==> src/rtl/snn_layer1_scheduler_pkg.sv <==
// snn_layer1_scheduler_pkg: FSM state encoding and default neuron constants
package snn_layer1_scheduler_pkg;
  localparam int DEF_VW = 12;
  localparam int DEF_THRESH = 64;
  localparam int DEF_LEAK = 1;
  typedef enum logic [2:0] {S_IDLE, S_FETCH, S_WAIT, S_ACC, S_DONE} state_t;
endpackage

==> src/rtl/snn_layer1_scheduler_membrane_update.sv <==
// snn_membrane_update: saturating leaky membrane update and threshold compare
module snn_membrane_update #(
  parameter int VW = 12,
  parameter int WIDTH = 8,
  parameter int THRESH = 64,
  parameter int LEAK = 1
) (
  input  logic signed [VW-1:0]    i_v,
  input  logic signed [WIDTH-1:0] i_mac_sum,
  output logic signed [VW-1:0]    o_v,
  output logic                    o_fire
);
  localparam int EW = VW + 2;
  localparam logic signed [EW-1:0] VMAX = EW'((2 ** (VW - 1)) - 1);
  localparam logic signed [EW-1:0] VMIN = EW'(-(2 ** (VW - 1)));
  localparam logic signed [VW-1:0] TH = VW'(THRESH);
  logic signed [EW-1:0] w_sum;
  // two guard bits keep the raw sum exact before clamping
  assign w_sum = EW'(i_v) + EW'(i_mac_sum) - EW'(LEAK);
  assign o_v = w_sum > VMAX ? VW'(VMAX) : w_sum < VMIN ? VW'(VMIN) : VW'(w_sum);
  assign o_fire = o_v >= TH;
endmodule

==> src/rtl/snn_layer1_scheduler.sv <==
// snn_layer1_scheduler: time-multiplexes one shared 25-input MAC across the
// layer-1 neurons for a single timestep, then thresholds and emits spikes.
module snn_layer1_scheduler import snn_layer1_scheduler_pkg::*; #(
  parameter int N_NEURONS = 10,
  parameter int S = 25,
  parameter int WIDTH = 8,
  parameter int VW = DEF_VW,
  parameter int THRESH = DEF_THRESH,
  parameter int LEAK = DEF_LEAK,
  parameter int AW = $clog2(N_NEURONS)
) (
  input  logic                   clk,
  input  logic                   rst_n,
  input  logic                   start,
  input  logic                   clear_mem,
  input  logic [S-1:0]           pixels_in,
  output logic                   busy,
  output logic                   done,
  output logic                   w_en,
  output logic [AW-1:0]          w_addr,
  input  logic [S*WIDTH-1:0]     w_rdata,
  output logic [S-1:0]           mac_pixels,
  output logic [S*WIDTH-1:0]     mac_weights,
  input  logic [WIDTH-1:0]       mac_sum,
  output logic [N_NEURONS-1:0]   spike_out
);
  state_t r_state, w_state_nxt;
  logic [AW-1:0] r_idx;
  logic signed [VW-1:0] r_v [N_NEURONS];
  logic [N_NEURONS-1:0] r_spike_nxt, r_spike_out, w_spike_all;
  logic [S-1:0] r_pix;
  logic [S*WIDTH-1:0] r_wts;
  logic signed [VW-1:0] w_v_new;
  logic w_fire, w_last;

  assign w_last = r_idx == AW'(N_NEURONS - 1);
  assign busy = r_state != S_IDLE;
  assign done = r_state == S_DONE;
  assign w_en = r_state == S_FETCH;
  assign w_addr = r_idx;
  assign mac_pixels = r_pix;
  assign mac_weights = r_wts;
  assign spike_out = r_spike_out;

  snn_membrane_update #(.VW(VW), .WIDTH(WIDTH), .THRESH(THRESH), .LEAK(LEAK)) u_update (
    .i_v(r_v[r_idx]),
    .i_mac_sum($signed(mac_sum)),
    .o_v(w_v_new),
    .o_fire(w_fire)
  );

  always_comb begin
    w_spike_all = r_spike_nxt;
    w_spike_all[r_idx] = w_fire;
    w_state_nxt = r_state == S_IDLE  ? (start ? S_FETCH : S_IDLE) :
                  r_state == S_FETCH ? S_WAIT :
                  r_state == S_WAIT  ? S_ACC :
                  r_state == S_ACC   ? (w_last ? S_DONE : S_FETCH) : S_IDLE;
  end

  always_ff @(posedge clk or negedge rst_n)
    if (!rst_n) r_state <= S_IDLE;
    else r_state <= w_state_nxt;

  // spike_out is loaded on entry to DONE so it is already valid while done is high
  always_ff @(posedge clk or negedge rst_n) begin
    if (!rst_n) begin
      r_idx <= '0;
      r_pix <= '0;
      r_wts <= '0;
      r_spike_nxt <= '0;
      r_spike_out <= '0;
      for (int i = 0; i < N_NEURONS; i++) r_v[i] <= '0;
    end else begin
      if (r_state == S_IDLE && clear_mem)
        for (int i = 0; i < N_NEURONS; i++) r_v[i] <= '0;
      if (r_state == S_IDLE && start) begin
        r_pix <= pixels_in;
        r_idx <= '0;
      end
      if (r_state == S_WAIT) r_wts <= w_rdata;
      if (r_state == S_ACC) begin
        r_v[r_idx] <= w_fire ? '0 : w_v_new;
        r_spike_nxt[r_idx] <= w_fire;
        if (w_last) r_spike_out <= w_spike_all;
        else r_idx <= r_idx + 1'b1;
      end
    end
  end
endmodule

==> config.mk <==
export PLATFORM = sky130hd
export DESIGN_NAME = snn_layer1_scheduler
export DESIGN_NICKNAME = d
export VERILOG_FILES = /design/src/rtl/snn_layer1_scheduler_pkg.sv /design/src/rtl/snn_layer1_scheduler_membrane_update.sv /design/src/rtl/snn_layer1_scheduler.sv
export SDC_FILE = /design/constraint.sdc
export NUM_CORES = 1
export LEC_CHECK = 0
export CAP_MARGIN = 20
export CELL_PAD_IN_SITES_DETAIL_PLACEMENT = 2
export CELL_PAD_IN_SITES_GLOBAL_PLACEMENT = 2
export CORE_ASPECT_RATIO = 0.7
export CORE_MARGIN = 2
export CORE_UTILIZATION = 41
export DETAILED_ROUTE_END_ITERATION = 12
export DONT_BUFFER_PORTS = 1
export GPL_TIMING_DRIVEN = 1
export PLACE_DENSITY = 0.81
export SYNTH_ARGS = -nofsm -noshare
export SYNTH_HDL_FRONTEND = slang
export SYNTH_SLANG_ARGS = --single-unit
==> constraint.sdc <==
create_clock -name clk -period 7 [get_ports clk]
set_clock_uncertainty 0.15 [all_clocks]
set_input_delay 1.4 -clock clk [delete_from_list [all_inputs] [get_ports clk]]
set_output_delay 1.4 -clock clk [all_outputs]
set_load 0.1 [all_outputs]
Word level (Yosys, flattened, before mapping):

Cells that the tools add are included.

* register bits after elaboration: 372
* latch bits: 0
* RAM bits: 0
* bits in read-only memories: 0
* input port bits: 237
* word-level logic and storage cells: 62
* memories: 0

* add/sub/neg operators: 3
* $mul: 0
* div/mod/pow operators: 0
* order comparisons: 7
* eq/ne operators: 5
* shift-type cells: 0
* multiplexer cells: 23
* bitwise operators: 1
* reductions and logical operators: 7

Operators by type and width (number)
* $mux W120: 2
* $bwmux W120: 1
* $mux W12: 6
* $bmux W12 S4: 1
* $demux W12 S4: 1
* $mux W3: 5
* $gt A14 B12 Y1 const B: 1
* $lt A14 B12 Y1 const B: 1
* $sub A14 B2 Y14 const B: 1
* $add A12 B8 Y13: 1
* $ge A12 B8 Y1 const B: 1
* $mux W4: 3
* $bwmux W10: 1
* $eq A3 B2 Y1 const B: 2
* $ge A5 B5 Y1 const B: 1
* $lt A4 B5 Y1 const B: 1
* $lt A5 B1 Y1 const B: 1
* $not A4 Y5: 1
* $add A4 B1 Y4 const B: 1
* $demux W1 S4: 1
* $eq A4 B4 Y1 const B: 1
* $ge A4 B1 Y1 const B: 1
* $logic_and A1 B1 Y1: 4
* $eq A3 B1 Y1 const B: 1
* other kinds (5): 6

Depth between registers and ports, before layout:

* word-level depth: 13
* depth in mapped cells: 20

Hierarchy:

Synthesis repeated with hierarchy kept, for this count alone.

* cell total of the unflattened synthesis: 1231
* area total of the unflattened synthesis: 16494.6 um^2

Modules (own cells, without submodules)
* snn_layer1_scheduler: times used 1, cells an instance 1093, area each 15506.1 um^2
* snn_membrane_update: times used 1, cells an instance 138, area each 988.4 um^2

Worst setup path after synthesis:

Ideal clock, no wire load.

* path kind: register -> register
* from: register r_idx[0] (netlist: w_addr[0])
* to: register r_v[101] (netlist name)
* library setup time: 132 ps
* arrival: 5434 ps
* data required time: 6718 ps
* slack: 1284 ps
* cell stages (with the launch flop): 18
* path buffers: 2
* cells stage by stage: dfrtp_1 buf_1 mux4_2 a22oi_1 o21ai_0 ha_1 fa_1 and3_1 or3_1 a221o_1 nor3_4 nand4_4 nor2_4 o221ai_2 and3_1 buf_6 a41oi_4 o21ai_1

* word-level cells in the longest chain between the ends: 13

Ends and longest elaborated chain
* from (decl): RTL line snn_layer1_scheduler.sv:28 `logic [AW-1:0] r_idx;`
* from (signal assigned): RTL line snn_layer1_scheduler.sv:86 `else r_idx <= r_idx + 1'b1;`
* $not A4 Y5 *: RTL line snn_layer1_scheduler.sv:46, snn_layer1_scheduler.sv:83
* $bmux W12 S4: RTL line snn_layer1_scheduler.sv:46 `.i_v(r_v[r_idx]),`
* $mux W12 (implied by the code) (2 in a row): RTL line snn_layer1_scheduler.sv:46
* $add A12 B8 Y13: RTL line snn_layer1_scheduler_membrane_update.sv:19 `assign w_sum = EW'(i_v) + EW'(i_mac_sum) - EW'(LEAK);`
* $sub A14 B2 Y14: RTL line snn_layer1_scheduler_membrane_update.sv:19
* $lt A14 B12 Y1: RTL line snn_layer1_scheduler_membrane_update.sv:20 `assign o_v = w_sum > VMAX ? VW'(VMAX) : w_sum < VMIN ? VW'(VMIN) : VW'(w_sum);`
* $mux W12 (2 in a row): RTL line snn_layer1_scheduler_membrane_update.sv:20
* $ge A12 B8 Y1: RTL line snn_layer1_scheduler_membrane_update.sv:21 `assign o_fire = o_v >= TH;`
* $mux W12: RTL line snn_layer1_scheduler.sv:83 `r_v[r_idx] <= w_fire ? '0 : w_v_new;`
* $bwmux W120 *: RTL line snn_layer1_scheduler.sv:83
* $mux W120 *: RTL line snn_layer1_scheduler.sv:82 `if (r_state == S_ACC) begin`
* to (signal, indexed assignment): RTL line snn_layer1_scheduler.sv:83
* to (decl): RTL line snn_layer1_scheduler.sv:29 `logic signed [VW-1:0] r_v [N_NEURONS];`

Mark *: on every way between the ends. The rest lies on a longest branch, timed or not. The select of a mux whose other input is x is not followed.
A chain may end at the register's enable or synchronous reset.

Worst setup path after layout:

* from: register r_idx[1] (netlist: w_addr[1])
* to: register r_v[85] (netlist name)

Same word-level chain as after synthesis.

==> metrics.txt <==
cell accounting for the most synthesized area=dfrtp_1; final setup vio count=0; yosys warns=0; fraction of registers with async set/reset=1.00; synth top area cells=dfrtp_1, mux2_2, nand3_1; Placed Area=16800 um^2; WHS Path Cells=2; worst path cell trace=mux4_2 > a22oi_1 > o21ai_0 > ha_1 > fa_1 > and3_1 > or3_1 > a221o_1 > nor4_4 > nor3b_2 > o21ai_1 > a21oi_1 > and3_1 > a41oi_4 > o21ai_1; Post-Layout Inst Area=roughly 18000 um^2; DRT iter0 DRCs=~900; final setup TNS=0 ns; f_max=165 MHz; routed wire length=57000 um; WP data arrival=6.34 ns; Root Driver=clkbuf_16; Synth Area per Inst=12.7 um^2; Simple-Gate Fraction of Synth Area=0.0842; gr ovfl total=0; global-route wire length before repair=approximately 80000 um; crit path max fanout=26; HP Class=reg2reg; Tot GR Track Use=0.274; # hold bufs at CTS=0; Synth Flop Type=dfrtp_1; vias in the first global route=11.7k; most common cell after layout, fill and taps aside=dfrtp_1; Synth Area in XOR/XNOR=0.00689; Chip Height=around 170 um; post-DP HPWL=40700 um; actual slew at the worst max-slew pin=about 1.3 ns; worst-case reg-to-reg path depth=15; Worst slew margin=0.141; combinational family with the most area after synthesis=multiplexers; Register Area=9290 um^2; CP Launch Type=flip-flop; area grow syn2layout=13.0%; Routed Antenna Nets=0; Worst Setup End Kind=flip-flop; Syn Nets=1524; Yosys top cell area share=0.575; Final Hold Viols=0; Filler cells=3737; post-synthesis mux area share=0.201; mapped cell area=between 15000 and 20000 um^2; adder-cell share of the synthesized area=0.0152; Fin Hold WS=between 0.3 and 0.4 ns; die footprint=41000 um^2; Slowest Stage Delay on Critical Path=0.91 ns; drt first pass iters=5; Final min period=6.05 ns; share of cells above drive strength 1=0.306; WL/cell=31.3 um; Vias/cell=just under 6; number of synthesized flops with an enable pin=0; area of the multi-input gates=6530 um^2; Seq/Total Area, Yosys=0.575; commonest non-fill, non-tap cells in the layout=dfrtp_1, mux2_2, nand3_1; #FFs+latches synth=371; Setup Crit Path Kind=reg2reg; clock latency on the worst-skew pair=0.54 ns; Die X=241 um; number of I/O pins=479; post-cts sizing count=0; # DRC=0; GP Congestion=~0.9; Worst EP required=7.29 ns; Core Region=38700 um^2; status=finished, final reports clean; cts bufs inserted=38; Synth Area in Compound Gates=0.0954; Setup Buffers After CTS=0; cell count after synthesis=1268; Via Count=10.8k; clock sinks=371; Worst-path clk slew=about 0.06 ns; CTS H-Tree Depth=2; fin crit share=0.864; Worst path slowest cell=dfrtp_2; initial antenna violation count=24; Distinct cells, synth=69; port buffer count=0; Cell Rows=60; largest net degree at the start of global routing=372; max-cap violations=0; Slew Limit Fails=0; RSZ-0062 raised after global routing=false; clock tree buffer depth=3; CTS tree=built; Initial Util=0.418; Final #Nets=1511
-- critical path, delay by kind of cell (launching register included) --
family | cells | cell delay [ns]
mux | 1 | 0.46
compound gates | 7 | 1.78
simple gates | 5 | 1.87
flops | 1 | 0.91
fa+ha+maj | 2 | 0.78
-- layer usage --
layer / track usage / up-vias / part of all wire
li1: - / 4572 / -
met5: 0 / - / 0.00084
met1: 0.368 / 5836 / 0.41
met2: 0.438 / 331 / 0.49
met4: 0.0623 / 8 / 0.018
met3: 0.0827 / 67 / 0.078
-- worst paths after layout --
| check | start | end | slack, ns |
|---|---|---|---|
| min in group asynchronous | rst_n | r_v[113] | 0.42 |
| max in group asynchronous | rst_n | w_addr[0] | 5.18 |
| min reg2reg | r_spike_nxt[4] | r_spike_nxt[4] | 0.33 |
| max reg2reg | w_addr[1] | r_v[85] | 0.95 |
| max | w_addr[1] | r_v[85] | 0.95 |
| min | r_spike_nxt[4] | r_spike_nxt[4] | 0.33 |
-- flip-flops by register name (all words and copies together) (netlist names) --
register / flops
mac_pixels: 25
mac_weights: 200
r_spike_nxt: 9
r_state: 3
r_v: 120
spike_out: 10
w_addr: 4
-- Yosys cell counts (6+ instances only) --
cell and n:
nand2_1 87, inv_1 11, dfrtp_1 371, a21o_1 6, a41oi_4 6, xnor2_1 6, mux4_2 24, o21ai_0 74
nand3_1 113, o21ai_1 85, or2_2 7, clkbuf_1 76, mux2_2 238, a21oi_1 21, nor2_1 17, nor3b_1 6
ha_1 18, a22oi_1 12
-- metrics by stage --
stage / setup slack (ns) / utilization / cells
after detailed placement: 0.987 / 0.434 / 1735
after floorplan: 1.28 / - / 1268
after global placement: 1.28 / 0.432 / 1730
final: 0.950 / 0.472 / 1823
after global routing: 0.681 / 0.472 / 1815
after CTS: 0.963 / 0.467 / 1799
-- kinds of logic (layout without fill, tap and decap cells) --
group / after synthesis / in the layout
multiplexers: 265 / 265
adder cells (fa/ha/maj): 19 / 19
XOR/XNOR: 11 / 11
AND/OR/NAND/NOR: 267 / 267
buffers and inverters: 94 / 105
flip-flops: 371 / 371
other: 0 / 17
AO/OA/AOI/OAI: 241 / 241
-- final cells by class --
type	instances	share of cell area
sequential	371	0.509
tap	527	0.0361
antenna	17	0.00233
clock buffer	52	0.0594
timing repair buffer	29	0.0232
clock inverter	12	0.00994
inverter	12	0.00247
multi-input combinational	803	0.358
Power is left out: the tool's default activity adds up to more than one toggle a clock period on the data nets, which glitch-free logic cannot reach.
